`config.mk`:
```
export PLATFORM = sky130hd
export DESIGN_NAME = cp0_unit
export DESIGN_NICKNAME = d
export VERILOG_FILES = /design/src/rtl/cp0_unit.sv
export SDC_FILE = /design/constraint.sdc
export NUM_CORES = 1
export LEC_CHECK = 0
export ABC_CLOCK_PERIOD_IN_PS = 2700
export BUFFER_PORTS_ARGS = -buffer_cell sky130_fd_sc_hd__buf_2
export CAP_MARGIN = 20
export CORE_AREA = 2 2 181 183
export DETAILED_ROUTE_END_ITERATION = 8
export DIE_AREA = 0 0 183 185
export SYNTH_ARGS = -nofsm -noshare
export SYNTH_HDL_FRONTEND = slang
export SYNTH_SLANG_ARGS = --single-unit
```
`constraint.sdc`:
```
create_clock -name clk -period 2.7 [get_ports clk]
set_input_delay 0.54 -clock clk [delete_from_list [all_inputs] [get_ports clk]]
set_output_delay 0.54 -clock clk [all_outputs]
set_load 0.05 [all_outputs]
```
`src/rtl/cp0_unit.sv`:
```
// CP0 coprocessor: Count/Compare timer, Status/Cause/EPC, trap entry and eret.
// Exception priority is accepted trap > eret > mtc0.
module cp0_unit (
  input  logic        clk,
  input  logic        rst_n,
  input  logic        mfc0,
  input  logic        mtc0,
  input  logic        exception,
  input  logic        eret,
  input  logic [4:0]  cause,
  input  logic [31:0] pc,
  input  logic [4:0]  addr,
  input  logic [31:0] wdata,
  output logic [31:0] rdata,
  output logic        exc_redirect,
  output logic [31:0] exc_addr,
  output logic [31:0] status,
  output logic        timer_irq
);

  localparam logic [4:0]  A_COUNT   = 5'd9;
  localparam logic [4:0]  A_COMPARE = 5'd11;
  localparam logic [4:0]  A_STATUS  = 5'd12;
  localparam logic [4:0]  A_CAUSE   = 5'd13;
  localparam logic [4:0]  A_EPC     = 5'd14;
  localparam logic [31:0] EXC_VEC   = 32'h0040_0004;

  logic [31:0] r_count;
  logic [31:0] r_compare;
  logic [31:0] r_status;
  logic [31:0] r_cause;
  logic [31:0] r_epc;

  logic        w_mask;
  logic        w_accept;
  logic        w_wr;
  logic        w_cmp_wr;
  logic        w_match;
  logic [31:0] w_count_nxt;

  always_comb begin
    w_mask = 1'b0;
    case (cause)
      5'd8:    w_mask = r_status[1];
      5'd9:    w_mask = r_status[2];
      5'd13:   w_mask = r_status[3];
      default: w_mask = 1'b0;
    endcase
  end

  assign w_accept = exception & r_status[0] & w_mask;
  // mtc0 only takes effect when neither a trap nor eret claims the cycle
  assign w_wr     = mtc0 & ~w_accept & ~eret;
  assign w_cmp_wr = w_wr & (addr == A_COMPARE);

  assign w_count_nxt = (w_wr && addr == A_COUNT) ? wdata
                                                 : r_count + 32'd1;
  assign w_match = (w_count_nxt == r_compare) && (r_compare != 32'd0);

  always_comb begin
    rdata = 32'd0;
    if (mfc0) begin
      case (addr)
        A_COUNT:   rdata = r_count;
        A_COMPARE: rdata = r_compare;
        A_STATUS:  rdata = r_status;
        A_CAUSE:   rdata = r_cause;
        A_EPC:     rdata = r_epc;
        default:   rdata = 32'd0;
      endcase
    end
  end

  assign exc_redirect = w_accept | eret;
  assign exc_addr     = w_accept ? EXC_VEC :
                        eret     ? r_epc   : 32'd0;
  assign status       = r_status;
  assign timer_irq    = r_cause[15];

  always_ff @(posedge clk) begin
    if (!rst_n) begin
      r_count   <= 32'd0;
      r_compare <= 32'd0;
      r_status  <= 32'd0;
      r_cause   <= 32'd0;
      r_epc     <= 32'd0;
    end else begin
      r_count <= w_count_nxt;
      if (w_accept) begin
        r_epc        <= pc;
        r_cause[6:2] <= cause;
        r_status     <= r_status << 5;
      end else if (eret) begin
        r_status <= r_status >> 5;
      end else if (w_wr) begin
        case (addr)
          A_COMPARE: r_compare      <= wdata;
          A_STATUS:  r_status       <= wdata;
          A_CAUSE:   r_cause[9:8]   <= wdata[9:8];
          A_EPC:     r_epc          <= wdata;
          default:   ;
        endcase
      end
      if (w_cmp_wr)
        r_cause[15] <= 1'b0;
      else if (w_match)
        r_cause[15] <= 1'b1;
    end
  end

endmodule

```
==> impl_metrics.toml, run 1 <==
[timing]
fin_worst_skew_ns = 0.007527
fmax_mhz = 356.8
rsz0062_at_grt = "yes"
period_needed_ns = 2.803
relSlewSlack_pct = 52.21
setup-tns-final_ns = -0.2240
fin_ws_ns = -0.1030
fin_crit_sh_pct = 103.8
setup_violations = 3
hold_viol_final = 0
worst_pin_slew_ns = 0.7168
slew_violations = 0

[grt]
grt_use_total_pct = 21.65
grt_pass1_wl_mm = 55.41
grt_pass1_vias = 9029
antenna_found_initial = 0
grt_overflow = 0
grt_max_degree = 109

[floorplan]
dieHeight_um = 185
start_util_pct = 24.65
coreArea_um2 = 32040
pin_count = 178
placementRows = 66
die_width_um = 183
dieArea_um2 = 33860

[synth]
synth_area_um2 = 7898
netlist_instances = 1014
yosys.area.top_type_share_pct = 34.47
synth_area_leaders = "dfxtp_1 34%, mux2i_1 9.1%, nand2_1 7.6%"
yosysWarnings = 0
async_flop_share_pct = 0
yosysMostFrequentCell = "nand2_1"
yosys.area.top_type = "dfxtp_1"
yosysSeqAreaShare_pct = 34.47
synth_nets = 1095
synth-compound-area-share_pct = 21.91
syn_area_per_cell_um2 = 7.789
synth-simple-area-share_pct = 23.32
ys.flop_type = "dfxtp_1"
synth_xor_area_share_pct = 5.545
synth_top_family_by_area = "simple AND/OR/NAND/NOR gates"
ys_seq_elements = 136
synth_edf_count = 0
synth.distinct_cells = 62
synthAdderAreaFrac_pct = 0.1584
synth_common_cells = "160 x nand2_1, 136 x dfxtp_1, 109 x a21oi_1"
synthMuxAreaShare_pct = 9.870

[power]
irDropWorstVdd_mv = 0.3964
switching_share_pct = 27.18
netSwitchingPower_mw = 1.443
seqPwrFrac_pct = 39.5
power_mw = 5.309
p_int_mw = 3.866
power.leakage_nw = 4.921
power_frac_comb_pct = 12.5
power_frac_clock_pct = 48.0
powerDensity_nw_per_um2 = 445.6

[clock_tree]
clkLatencyLatePin_ns = 0.44
clock-sinks = 136
tritoncts = "yes"
clock_path_buffers = 2
clk_pin_slew_ns = 0.06
ctsRootBufferMaster = "clkbuf_16"
htreeDepth = 4
cts_buffers = 17

[status]
status = "finished, violations left"
violations = "negative setup slack"

[critical_path]
timing.rr.start = "r_count[0]$_SDFF_PN0_"
cp-end-kind = "output port"
cpPeakStageDelay_ns = 0.62
cp.required_ns = 2.16
r2r_slack_ns = -0.05
cp_slowest_cell = "a222oi_1"
crit_path_end = "rdata[16]"
r2r_cells = 13
crit_path_start_kind = "primary input"
crit_type = "in2out"
r2r_end = "r_cause[15]$_SDFFE_PP0P_"
cp.arrival_ns = 2.26
cp_max_fo = 7
startpoint = "addr[3]"
path_cells = "buf_6 > nor3b_4 > buf_4 > and2_4 > buf_12 > a222oi_1 > buf_4 > a21oi_2 > buf_6"

[drt]
first_iter_violations = 1279
drc = 0
vias_per_cell = 5.417
wirelength_mm = 37.97
vias = 9344
post_drt_wl_per_cell_um = 22.01
drtAntennaViolNets = 0
first_pass_iters = 7

[layout]
drive_gt1_share_pct = 35.61
fin_util_pct = 37.19
fin_nets = 1386
synthToLayoutAreaGrowth_pct = 50.87
design_area_um2 = 11920
diodes = 0
final.fill_count = 3273

[placed_design]
dpl_cell_area_um2 = 10630
port_buffers = 177
dp_hpwl_mm = 27.03
dp_slack_ns = -0.5760
globalplace.congestion = 0.9703

[run]
maxCapViolCount = 0

[hold_path]
hold_class = "in2reg"
[stage by stage]
step	std cells	hold slack, ns
CTS	1722	0.3680
floorplan	1014	0.4360
global placement	1681	0.4442
finish	1725	0.3770
global route	1725	0.3867
detailed placement	1681	0.4650
[cells by family (layout without fill, tap and decap cells)]
family | Yosys count | in the layout
buffers and inverters | 96 | 399
XOR/XNOR | 50 | 50
flip-flops | 136 | 136
AND/OR/NAND/NOR | 398 | 398
AO/OA/AOI/OAI | 256 | 256
adder cells (fa/ha/maj) | 1 | 1
multiplexers | 77 | 77
[worst min path at each step]
stage               slack, ns                        end                    start  cells after the start
CTS                      0.37  r_compare[6]$_SDFFE_PN0P_                 wdata[6]                      3
detailed placement       0.47    r_cause[5]$_SDFFE_PN0N_  r_cause[5]$_SDFFE_PN0N_                      2
finish                   0.38  r_compare[6]$_SDFFE_PN0P_                 wdata[6]                      3
global route             0.39  r_compare[6]$_SDFFE_PN0P_                 wdata[6]                      3
global placement         0.44    r_cause[4]$_SDFFE_PN0N_  r_cause[4]$_SDFFE_PN0N_                      2
floorplan                0.44    r_cause[4]$_SDFFE_PN0N_  r_cause[4]$_SDFFE_PN0N_                      2
[sequential cells by signal, summed over array words and instances (netlist names)]
register / count
r_count: 32
status: 32
r_cause: 8
r_compare: 32
r_epc: 32
[what timing repair did]
item,4_1_cts,5_1_grt
endpoints found under the setup margin,39,63
gates cloned,4,2
resized for setup,70,63
pin swaps,14,11
hold buffers,0,0
setup buffers,7,2
[power groups by stage]
stage | clock network [mW] | logic, mW | registers, mW
after global placement | 0 | 0.628 | 2.14
final | 2.55 | 0.663 | 2.10
after global routing | 2.64 | 0.697 | 2.10
after detailed placement | 0 | 0.629 | 2.14
after CTS | 2.55 | 0.645 | 2.10
after floorplan | 0 | 0.238 | 2.21
[layout by cell type, fill, tap and decap left out, drive strengths merged, types with 5 or more instances in the layout]
| cell | synthesis | final |
|---|---|---|
| nand3 | 18 | 18 |
| nor2 | 103 | 103 |
| nor4 | 15 | 15 |
| nand4 | 14 | 14 |
| nor3 | 13 | 13 |
| and3 | 40 | 40 |
| mux2i | 73 | 73 |
| nand2 | 160 | 160 |
| o21ai | 7 | 7 |
| inv | 13 | 13 |
| a21oi | 109 | 109 |
| a222oi | 26 | 26 |
| xor2 | 27 | 27 |
| nand3b | 5 | 5 |
| o211ai | 27 | 27 |
| and2 | 8 | 8 |
| clkbuf | 68 | 34 |
| xnor2 | 23 | 23 |
| clkinv | 1 | 6 |
| dfxtp | 136 | 136 |
| a311oi | 5 | 5 |
| a211oi | 48 | 48 |
| buf | 14 | 335 |
| a22oi | 8 | 8 |
[per-layer routing]
layer | global-route usage [%] | routed length, um | up-vias
li1 | - | - | 4279
met4 | 8.416 | 1197 | 0
met5 | 0 | 0 | -
met3 | 4.365 | 3147 | 78
met2 | 33.79 | 17160 | 479
met1 | 29.33 | 16460 | 4508
[worst max-delay path, delay by kind of cell]
kind / cells / cell delay, ns
buffers and inverters: 5 / 0.74
AOI/OAI and AO/OA: 2 / 0.67
and+or+nand+nor: 2 / 0.31
[area by class of cell]
cell class | count | area, um2 | area share, %
multi-input combinational | 782 | 5229 | 43.88
sequential | 136 | 2735 | 22.95
tap | 408 | 510.5 | 4.284
clock buffer | 19 | 452.9 | 3.801
clock inverter | 12 | 175.2 | 1.470
timing repair buffer | 354 | 2759 | 23.15
inverter | 14 | 53.80 | 0.4515
Note: power is estimated with default switching activity, not from simulation.
==> run 2, diff against run 1 <==
- ABC_AREA: unset -> 1
- CORE_AREA: 2 2 181 183 -> 2 2 186 188
- DIE_AREA: 0 0 183 185 -> 0 0 188 190
==> run 2 against run 1 <==
Against the previous run: the run now ends clean; via count rose by 8.2%; first-iteration DRC count fell by 17%; sequential power rose by 2%; clock skew rose by 0.00082 ns; clock-buffer cell count rose by 2; critical path type unchanged; critical endpoint is now rdata[11]; largest cell class unchanged; highest routed layer unchanged.
==> impl_metrics.toml, run 2 <==
[synth]
yosysSeqAreaShare_pct = 32.85
synthMuxAreaShare_pct = 0
yosysWarnings = 0
netlist_instances = 1318
synth-compound-area-share_pct = 21.22
synth-simple-area-share_pct = 33.90
syn_area_per_cell_um2 = 6.289
synth_top_family_by_area = "simple AND/OR/NAND/NOR gates"
synth.distinct_cells = 40
synth_xor_area_share_pct = 1.374
synth_nets = 1399
ys_seq_elements = 136
ys.flop_type = "dfxtp_1"
synth_area_um2 = 8289
async_flop_share_pct = 0
synth_area_leaders = "dfxtp_1 33%, nand2_1 17%, nor2_1 7.1%"
yosys.area.top_type = "dfxtp_1"
synth_common_cells = "367 x nand2_1, 156 x nor2_1, 138 x inv_1"
synth_edf_count = 0
yosysMostFrequentCell = "nand2_1"
yosys.area.top_type_share_pct = 32.85
synthAdderAreaFrac_pct = 0.1509

[critical_path]
crit_path_start_kind = "primary input"
r2r_slack_ns = 0.24
path_cells = "buf_2 > nor4_4 > clkinv_1 > buf_6 > o22ai_1 > a221oi_1 > buf_4 > nor2_2 > clkbuf_4"
critical-path-top-delay-family = "buffers and inverters"
cp_slowest_cell = "nor4_4"
cp_num_cells = 9
crit_buf_inv = 5
cpPeakStageDelay_ns = 0.34
crit_type = "in2out"
timing.rr.start = "r_count[1]$_SDFF_PN0_"
r2r_cells = 16
r2r_end = "r_cause[15]$_SDFFE_PP0P_"
cp.required_ns = 2.16
cp-end-kind = "output port"
cp_max_fo = 18
startpoint = "addr[4]"
cp.arrival_ns = 2.14
crit_path_end = "rdata[11]"

[grt]
grt_pass1_vias = 9536
grt_max_degree = 68
grt_use_total_pct = 20.11
grt_pass1_wl_mm = 55.59
antenna_found_initial = 0
busiest_layer = "met2"
gr-usage-met3_pct = 4.187
use_met2_pct = 33.76
grt_overflow = 0
met1_usage_pct = 25.34

[layout]
diodes = 0
fin_nets = 1587
layout_common_cells = "366 x nand2_1, 144 x buf_2, 134 x dfxtp_1"
drive_gt1_share_pct = 22.73
final_common_cell = "nand2_1"
fin_util_pct = 31.96
synthToLayoutAreaGrowth_pct = 30.90
final.fill_count = 3733
design_area_um2 = 10850

[timing]
setup_violations = 0
rsz0062_at_grt = "yes"
hold_viol_final = 0
slew_violations = 0
fin_crit_sh_pct = 99.08
fin_worst_skew_ns = 0.008345
period_needed_ns = 2.675
worst_pin_slew_ns = 0.6874
relSlewSlack_pct = 54.18
fmax_mhz = 373.8
fin_ws_ns = 0.02485

[clock_tree]
cts_setup_buffers = 0
hold_buffers = 0
clk_pin_slew_ns = 0.06
cts_buffers = 17
clkLatencyLatePin_ns = 0.43
ctsRootBufferMaster = "clkbuf_16"
htreeDepth = 4
clock-sinks = 136
tritoncts = "yes"
clock_path_buffers = 2

[drt]
first_iter_violations = 1065
wirelength_mm = 36.57
drtAntennaViolNets = 0
vias = 10110
drc = 0
post_drt_wl_per_cell_um = 18.53
first_pass_iters = 6
vias_per_cell = 5.124

[floorplan]
coreArea_um2 = 33950
pin_count = 178
die_width_um = 188
dieHeight_um = 190
dieArea_um2 = 35720
placementRows = 68
start_util_pct = 24.42

[placed_design]
dp_slack_ns = -0.1141
dp_hpwl_mm = 28.05
port_buffers = 177
dpl_cell_area_um2 = 10110
globalplace.congestion = 0.9166

[run]
maxCapViolCount = 0

[power]
irDropWorstVdd_mv = 0.4588
power.leakage_nw = 4.479
powerDensity_nw_per_um2 = 478.1

[hold_path]
hold_start = "pc[14]"
hold_class = "in2reg"

[status]
status = "finished clean"
-- run 2: cell families after synthesis --
group / Yosys count
compound gates: 291
flops: 136
buf+inv: 214
simple gates: 663
xor+xnor: 13
fa+ha+maj: 1
-- run 2: how the worst min path moves through the flow --
| stage | to | slack, ns | depth (start not counted) |
|---|---|---|---|
| detailed placement | r_cause[8]$_SDFFE_PN0P_ | 0.44 | 2 |
| CTS | r_epc[14]$_SDFFE_PN0P_ | 0.36 | 3 |
| floorplan | r_cause[2]$_SDFFE_PN0N_ | 0.43 | 2 |
| global placement | r_cause[8]$_SDFFE_PN0P_ | 0.44 | 2 |
| global route | r_epc[12]$_SDFFE_PN0P_ | 0.38 | 3 |
| finish | r_epc[14]$_SDFFE_PN0P_ | 0.37 | 3 |
-- run 2: what timing repair did --
| item | 4_1_cts | 5_1_grt |
|---|---|---|
| endpoints found under the setup margin | 25 | 42 |
| resized for setup | 25 | 22 |
| pin swaps | 0 | 0 |
| gates cloned | 0 | 1 |
-- run 2: metal layers --
layer | vias up | share of wire (%) | wire (um)
li1 | 4766 | - | -
met1 | 4839 | 41 | 15040
met2 | 449 | 47 | 17310
met3 | 56 | 8.6 | 3143
met4 | 0 | 2.9 | 1070
met5 | - | 0 | 0
-- run 2: worst reg2reg max path, stage by stage, from the launching register on --
cell     delay [ns]
dfxtp_1        0.42
ha_1           0.23
nand3_1        0.21
inv_1          0.18
nand2_1        0.12
xor2_1         0.17
inv_1          0.06
nand2_1        0.09
nand3_1        0.12
nand2_1        0.07
inv_1          0.05
nand2_1        0.04
nor2_1         0.22
nand3_1        0.12
nor2_1         0.10
nand2_1        0.06
a21oi_1        0.12
-- run 2: power breakdown --
part	internal (mW)	leakage (nW)	switching (mW)	total, mW
registers	2.06	1.10	0.0850	2.14
logic	0.202	3.09	0.476	0.679
clock network	1.43	0.286	0.936	2.37
total	3.69	4.48	1.50	5.19
-- run 2: cell type report --
| cell class | count | area, um2 | area share (%) |
|---|---|---|---|
| multi-input cells | 968 | 4831 | 44.52 |
| clock inverters | 10 | 120.1 | 1.107 |
| repair buffers | 238 | 1585 | 14.61 |
| inverters | 145 | 549.3 | 5.062 |
| flip-flops and latches | 136 | 2725 | 25.12 |
| well taps | 455 | 569.3 | 5.247 |
| clock buffers | 21 | 470.5 | 4.336 |
-- run 2: metrics by stage --
stage               power [mW]  hold slack, ns  setup TNS (ns)  instances
floorplan                2.529          0.4298          -2.295       1318
finish                   5.188          0.3700               0       1973
detailed placement       2.847          0.4437         -0.2134       1941
CTS                      5.190          0.3639               0       1972
global route             5.343          0.3809        -0.01559       1973
global placement         2.845          0.4380         -0.2221       1941
